==> config.mk <==
export PLATFORM = sky130hd
export DESIGN_NAME = csr_bank
export DESIGN_NICKNAME = d
export VERILOG_FILES = /design/src/rtl/csr_pkg.sv /design/src/rtl/csr_event_status.sv /design/src/rtl/csr_bank.sv
export SDC_FILE = /design/constraint.sdc
export NUM_CORES = 1
export LEC_CHECK = 0
export ABC_AREA = 0
export BUFFER_PORTS_ARGS = -buffer_cell sky130_fd_sc_hd__buf_2
export CAP_MARGIN = 30
export CORE_MARGIN = 8
export CORE_UTILIZATION = 58
export DETAILED_ROUTE_END_ITERATION = 10
export GPL_TIMING_DRIVEN = 0
export PLACE_DENSITY = 0.86
export REMOVE_ABC_BUFFERS = 1
export SETUP_SLACK_MARGIN = 0.4
export SYNTH_ARGS = -nofsm -noshare
export SYNTH_HDL_FRONTEND = slang
export SYNTH_SLANG_ARGS = --single-unit
==> constraint.sdc <==
create_clock -name clk -period 3.65 [get_ports clk]
set_input_delay 0.1825 -clock clk [delete_from_list [all_inputs] [get_ports clk]]
set_output_delay 0.1825 -clock clk [all_outputs]
set_load 0.03 [all_outputs]
==> src/rtl/csr_pkg.sv <==
// Shared constants for the CSR bank: fixed register map,
// CTRL bit positions and the bus handshake state type.
package csr_pkg;

  localparam logic [7:0] ADDR_DEVICE_ID = 8'h00;
  localparam logic [7:0] ADDR_VER_MAJ   = 8'h01;
  localparam logic [7:0] ADDR_VER_MIN   = 8'h02;
  localparam logic [7:0] ADDR_IRQ_STAT  = 8'h03;
  localparam logic [7:0] ADDR_IRQ_EN    = 8'h04;
  localparam logic [7:0] ADDR_ERR_CNT   = 8'h05;
  localparam logic [7:0] ADDR_CTRL      = 8'h06;

  localparam int CTRL_SOFT_RST   = 0;
  localparam int CTRL_ERR_STICKY = 7;

  typedef enum logic {
    IDLE,
    ACK
  } bus_state_t;

endpackage

==> src/rtl/csr_event_status.sv <==
// Sticky event status with write-1-to-clear, enable mask,
// registered interrupt and soft-reset clear.
module csr_event_status #(
  parameter int N_EVT = 8
) (
  input  logic             clk,
  input  logic             rst_n,
  input  logic [N_EVT-1:0] evt_in,
  input  logic             w1c_we,
  input  logic [N_EVT-1:0] w1c_mask,
  input  logic             en_we,
  input  logic [N_EVT-1:0] en_wdata,
  input  logic             soft_clr,
  output logic [N_EVT-1:0] status,
  output logic [N_EVT-1:0] enable,
  output logic             irq
);

  logic [N_EVT-1:0] status_q, status_d;
  logic [N_EVT-1:0] enable_q, enable_d;
  logic             irq_q, irq_d;

  // Events are OR-ed in last so they beat both W1C and soft clear.
  always_comb begin
    status_d = status_q;
    if (soft_clr) status_d = '0;
    if (w1c_we) status_d = status_d & ~w1c_mask;
    status_d = status_d | evt_in;
    enable_d = en_we ? en_wdata : enable_q;
    irq_d    = |(status_q & enable_q);
  end

  always_ff @(posedge clk or negedge rst_n) begin
    if (!rst_n) begin
      status_q <= '0;
      enable_q <= '0;
      irq_q    <= 1'b0;
    end else begin
      status_q <= status_d;
      enable_q <= enable_d;
      irq_q    <= irq_d;
    end
  end

  assign status = status_q;
  assign enable = enable_q;
  assign irq    = irq_q;

endmodule

==> src/rtl/csr_bank.sv <==
// Parametrised CSR bank: req/ack bus port, R/W array, RO
// windows, event status/IRQ and clear-on-read error counter.
module csr_bank
  import csr_pkg::*;
#(
  parameter int              ADDR_W    = 8,
  parameter int              DATA_W    = 8,
  parameter int              NUM_RW    = 16,
  parameter int              NUM_RO    = 8,
  parameter int              N_EVT     = 8,
  parameter logic [ADDR_W-1:0] RW_BASE = 8'h10,
  parameter logic [ADDR_W-1:0] RO_BASE = 8'h40,
  parameter logic [7:0]      DEVICE_ID = 8'hA7,
  parameter logic [15:0]     VERSION   = 16'h0200
) (
  input  logic                     clk,
  input  logic                     rst_n,
  input  logic                     bus_req,
  input  logic                     bus_we,
  input  logic [ADDR_W-1:0]        bus_addr,
  input  logic [DATA_W-1:0]        bus_wdata,
  output logic                     bus_ack,
  output logic [DATA_W-1:0]        bus_rdata,
  output logic                     bus_err,
  output logic [NUM_RW*DATA_W-1:0] rw_q,
  input  logic [NUM_RO*DATA_W-1:0] ro_d,
  input  logic [N_EVT-1:0]         evt_in,
  input  logic                     err_pulse,
  output logic                     irq,
  output logic                     soft_rst
);

  bus_state_t state_q, state_d;
  logic       armed_q, armed_d;
  logic [DATA_W-1:0] rdata_q, rdata_d;
  logic       err_q, err_d;
  logic [NUM_RW*DATA_W-1:0] rw_d;
  logic [DATA_W-1:0] cnt_q, cnt_d;
  logic       sticky_q, sticky_d;
  logic       soft_q, soft_d;

  logic [NUM_RW-1:0] rw_hit;
  logic [DATA_W-1:0] rw_rd, ro_rd, rd_val;
  logic       hit_ro, unmapped, access;
  logic       w1c_we, en_we, rd_cnt;
  logic [N_EVT-1:0] status, enable;

  always_comb begin
    rw_hit   = '0;
    rw_rd    = '0;
    ro_rd    = '0;
    hit_ro   = 1'b0;
    rd_val   = '0;
    unmapped = 1'b0;
    for (int i = 0; i < NUM_RW; i++) begin
      if (bus_addr == ADDR_W'(RW_BASE + i)) begin
        rw_hit[i] = 1'b1;
        rw_rd     = rw_q[i*DATA_W +: DATA_W];
      end
    end
    for (int j = 0; j < NUM_RO; j++) begin
      if (bus_addr == ADDR_W'(RO_BASE + j)) begin
        hit_ro = 1'b1;
        ro_rd  = ro_d[j*DATA_W +: DATA_W];
      end
    end
    unique case (1'b1)
      bus_addr == ADDR_W'(ADDR_DEVICE_ID):
        rd_val = DATA_W'(DEVICE_ID);
      bus_addr == ADDR_W'(ADDR_VER_MAJ):
        rd_val = DATA_W'(VERSION[15:8]);
      bus_addr == ADDR_W'(ADDR_VER_MIN):
        rd_val = DATA_W'(VERSION[7:0]);
      bus_addr == ADDR_W'(ADDR_IRQ_STAT):
        rd_val = DATA_W'(status);
      bus_addr == ADDR_W'(ADDR_IRQ_EN):
        rd_val = DATA_W'(enable);
      bus_addr == ADDR_W'(ADDR_ERR_CNT):
        rd_val = cnt_q;
      bus_addr == ADDR_W'(ADDR_CTRL):
        rd_val[CTRL_ERR_STICKY] = sticky_q;
      |rw_hit: rd_val = rw_rd;
      hit_ro:  rd_val = ro_rd;
      default: unmapped = 1'b1;
    endcase
  end

  // A held request must be seen low once before it can re-arm.
  assign access = (state_q == IDLE) && bus_req && armed_q;

  always_comb begin
    state_d  = state_q;
    armed_d  = armed_q;
    rdata_d  = rdata_q;
    err_d    = err_q;
    rw_d     = rw_q;
    cnt_d    = cnt_q;
    sticky_d = sticky_q;
    soft_d   = 1'b0;
    w1c_we   = 1'b0;
    en_we    = 1'b0;
    rd_cnt   = 1'b0;
    case (state_q)
      IDLE:    if (access) state_d = ACK;
      ACK:     state_d = IDLE;
      default: state_d = IDLE;
    endcase
    if (soft_q) begin
      cnt_d    = '0;
      sticky_d = 1'b0;
    end
    if (access) begin
      armed_d = 1'b0;
      rdata_d = rd_val;
      err_d   = unmapped;
      if (unmapped) sticky_d = 1'b1;
      if (bus_we) begin
        for (int i = 0; i < NUM_RW; i++) begin
          if (rw_hit[i]) rw_d[i*DATA_W +: DATA_W] = bus_wdata;
        end
        if (bus_addr == ADDR_W'(ADDR_IRQ_STAT)) w1c_we = 1'b1;
        if (bus_addr == ADDR_W'(ADDR_IRQ_EN)) en_we = 1'b1;
        if (bus_addr == ADDR_W'(ADDR_CTRL)) begin
          soft_d = bus_wdata[CTRL_SOFT_RST];
          if (bus_wdata[CTRL_ERR_STICKY]) sticky_d = 1'b0;
        end
      end else if (bus_addr == ADDR_W'(ADDR_ERR_CNT)) begin
        rd_cnt = 1'b1;
      end
    end else if (!bus_req) begin
      armed_d = 1'b1;
    end
    if (rd_cnt) cnt_d = '0;
    if (err_pulse && (cnt_d != '1)) cnt_d = cnt_d + 1'b1;
  end

  always_ff @(posedge clk or negedge rst_n) begin
    if (!rst_n) begin
      state_q  <= IDLE;
      armed_q  <= 1'b1;
      rdata_q  <= '0;
      err_q    <= 1'b0;
      rw_q     <= '0;
      cnt_q    <= '0;
      sticky_q <= 1'b0;
      soft_q   <= 1'b0;
    end else begin
      state_q  <= state_d;
      armed_q  <= armed_d;
      rdata_q  <= rdata_d;
      err_q    <= err_d;
      rw_q     <= rw_d;
      cnt_q    <= cnt_d;
      sticky_q <= sticky_d;
      soft_q   <= soft_d;
    end
  end

  csr_event_status #(
    .N_EVT(N_EVT)
  ) u_evt (
    .clk     (clk),
    .rst_n   (rst_n),
    .evt_in  (evt_in),
    .w1c_we  (w1c_we),
    .w1c_mask(bus_wdata[N_EVT-1:0]),
    .en_we   (en_we),
    .en_wdata(bus_wdata[N_EVT-1:0]),
    .soft_clr(soft_q),
    .status  (status),
    .enable  (enable),
    .irq     (irq)
  );

  assign bus_ack   = (state_q == ACK);
  assign bus_rdata = rdata_q;
  assign bus_err   = err_q & bus_ack;
  assign soft_rst  = soft_q;

endmodule

==> impl_results.md <==
* Mux cell area share after synthesis at 0.2324
* Die area at 19820 sq um
* Hold Startpoint: ro_d[56]
* Sequential share of power at 0.446
* Post-synthesis cell type count at between 70 and 80
* Area grow syn2layout at 21.80%
* Worst Reg-to-Reg Cells at 9
* Hold Violations, Final at 0
* RD Place Congestion at 0.9281
* Initial drt markers at 1030
* Final core utilization at 0.7237
* Logic pwr share at 0.132
* Via count at between 8k and 9k
* Clock Skew at between 0.007 and 0.008 ns
* Outcome: finished clean
* Yosys top cell area share at 0.4571
* Die Y at between 100 and 150 um
* Largest net degree at the start of global routing at 120
* Max-slew violations at 0
* Buffers added on ports at between 200 and 250
* Cell Pwr Density at 402.8 nW/um^2
* Post-layout minimum cycle time at approximately 2.9 ns
* # nets final at about 1.1k
* Vias in the first global route at between 8k and 9k
* Placement-stage worst setup slack at between 0.5 and 0.6 ns
* Sw power at ~1.2 mW
* Total gr overflow at 0
* Tot GR Track Use at 0.3248
* Slew headroom at 0.3107
* Synth Register Bits at around 170
* Hold WC Path Type: in -> reg
* Synth warnings at 0
* Max Buffers Root-to-Sink at 2
* Final setup viols at 0
* Cell area after technology mapping at 9032 sq um
* Type of the worst setup path: reg -> reg
* Post-synthesis xor/xnor area fraction at 0.006788
* Final worst setup slack at ~0.77 ns
* Top-count cell post-synth: dfrtp_1
* VDD IR-drop max at roughly 0.29 mV
* HPWL Detailed at around 23 mm
* LEAKAGE at 5.520 nW
* Root buf cell: clkbuf_16
* FF-to-FF setup slack at between 0.7 and 0.8 ns
* First-pass GRT wire length at 48.78 mm
* Hold EP: bus_rdata[0]$_DFFE_PN0P_
* Clk_lat worst skew at 0.43 ns
* Post-synth top area cell: dfrtp_1
* Post-synthesis area per instance at 11.32 sq um
* Dominant cells by area after synthesis: dfrtp_1 (46%), mux2_2 (19%), a21oi_1 (2.8%)
* Clock network fraction of total power at 0.422
* CTS tree: yes
* Fmax at between 300 and 400 MHz
* Num CTS Buffers at 17
* Hold depth at 5
* Drt pass-1 iters at 5
* Io pins at about 230
* ANT cells at 0
* Hold WS at roughly 0.15 ns
* Largest family of logic cells by synthesized area: multiplexers
* Worst EP required at a little under 4 ns
* DRT Wirelength at approximately 33 mm
* CP arrival at approximately 3.2 ns
* Register cell area after layout at roughly 4200 sq um
* DRC at 0
* Initial core utilization at 0.5942
* Fillers at approximately 1.1k
* H-tree depth at 4
* RSZ-0062 raised after global routing: no
* Dominant synthesized flop cell: dfrtp_1
* Cells after Synth at 798
* Die X-Extent at about 140 um
* Final worst path period share at 0.7885
* Layout cells sized above 1 at 0.4491
* Reg2reg end: cnt_q[1]$_DFF_PN0_
* Synth cell count leaders: dfrtp_1 (165), mux2_2 (149), a21oi_1 (51)
* Worst-Margin Slew at 1.033 ns
* Ys async rst share at 1.000
* Post-synthesis simple-gate area fraction at 0.1222
* Reg clk slew, reported paths at 0.06 ns
* Total power at roughly 4.4 mW
* ANT nets after route at 0
* TNS Setup at 0 ns
* Clock sink count at around 170
* Area of the multi-input gates at between 4000 and 5000 sq um
* Worst R2R Start: armed_q$_DFFE_PN1P_
* Crit-path max FO at 19
* Internal Power at 3.264 mW
* FP Rows at 45
* CP Launch Type: register
* Core box area at approximately 15000 sq um
* Via/cell ratio at approximately 6.8
* Sequential share of the synthesized area at 0.4600
* Antenna violations before repair at 1
* Max cap viols at 0
* Compound-gate portion of the synthesized area at 0.1459
* EDFF count, synth at 0
* Sw Share at 0.2635
* Adder-cell share of the synthesized area at 0.001385
* WL per Instance at approximately 27 um
* Crit end category: register
[worst max path at each step]
stage	startpoint	to	slack, ns	cells past startpoint
final	armed_q$_DFFE_PN1P_	cnt_q[1]$_DFF_PN0_	0.77	9
after detailed placement	bus_addr[1]	cnt_q[3]$_DFF_PN0_	0.54	11
after global routing	armed_q$_DFFE_PN1P_	cnt_q[3]$_DFF_PN0_	0.53	11
after global placement	bus_addr[0]	bus_rdata[2]$_DFFE_PN0P_	-0.34	7
after floorplan	bus_ack$_DFF_PN0_	cnt_q[1]$_DFF_PN0_	1.05	9
after CTS	armed_q$_DFFE_PN1P_	cnt_q[3]$_DFF_PN0_	0.79	11
[power by group through the flow]
stage | clock network (mW) | registers, mW | logic, mW
finish | 1.87 | 1.98 | 0.586
floorplan | 0 | 2.03 | 0.235
global route | 1.95 | 1.98 | 0.624
global placement | 0 | 2.00 | 0.542
CTS | 1.88 | 1.97 | 0.578
detailed placement | 0 | 2.00 | 0.563
[timing repair]
item | in CTS | in global routing
endpoints found under the setup margin | 0 | 0
buffers inserted | 0 | 0
hold buffers | 10 | 0
hold endpoints to repair | 56 | 0
resized for setup | 0 | 0
[per-stage QoR]
stage          instances  instance area, sq um
2_1_floorplan        744                  8772
3_3_place_gp        1164                 10170
3_5_place_dp        1168                 10290
4_1_cts             1210                 11000
5_1_grt             1210                 11000
6_report            1210                 11000
[cells by family after synthesis]
kind of cell    after synthesis
flops                       166
xor+xnor                      7
buf+inv                      60
compound gates              195
simple gates                187
mux                         182
fa+ha+maj                     1
[state kept, by name, summed over array words and instances, names as in the netlist]
name and flops:
bus_ack 1, u_evt.irq 1, bus_rdata 8, err_q 1
cnt_q 8, sticky_q 1, u_evt.status 8, u_evt.enable 8
soft_rst 1, rw_q 128, armed_q 1
[placed cells by master (no fill, tap or decap), drive strengths merged, types with 6 or more instances in the layout]
cell type    count
clkbuf          26
mux2           152
buf            236
nand2b          10
dlygate4sd3     10
nor2b            7
a31oi           18
nand2           54
mux4             7
inv              6
mux2i           23
o221ai           6
o22ai            8
o211ai           8
o21ai           23
a31o             9
dfrtp          165
a22oi           19
nor3            15
a21oi           51
nor2            49
xor2             6
a32oi            6
a211oi          10
nand3           17
and2             8
[worst max-delay path: stages, from the launching register on]
cell,delay (ns)
dfstp_2,0.55
nand3b_4,0.22
inv_1,0.26
a41oi_2,0.23
and2_1,0.26
ha_1,0.24
nand3_1,0.13
nor2_1,0.09
a41oi_1,0.39
mux2_2,0.39
[final cells by class]
| cell class | instances | area share |
|---|---|---|
| clock buffer | 26 | 0.04538 |
| clock inverter | 6 | 0.01035 |
| inverter | 6 | 0.002047 |
| multi-input combinational | 572 | 0.4178 |
| sequential | 166 | 0.3777 |
| tap | 188 | 0.02138 |
| timing repair buffer | 246 | 0.1253 |
[layer usage]
metal  share of wire  global-route usage
met5         0.00031                   0
met4           0.049              0.1629
met3            0.10             0.09251
met2            0.46              0.5140
met1            0.39              0.4010
(Power assumes the default switching activity.)
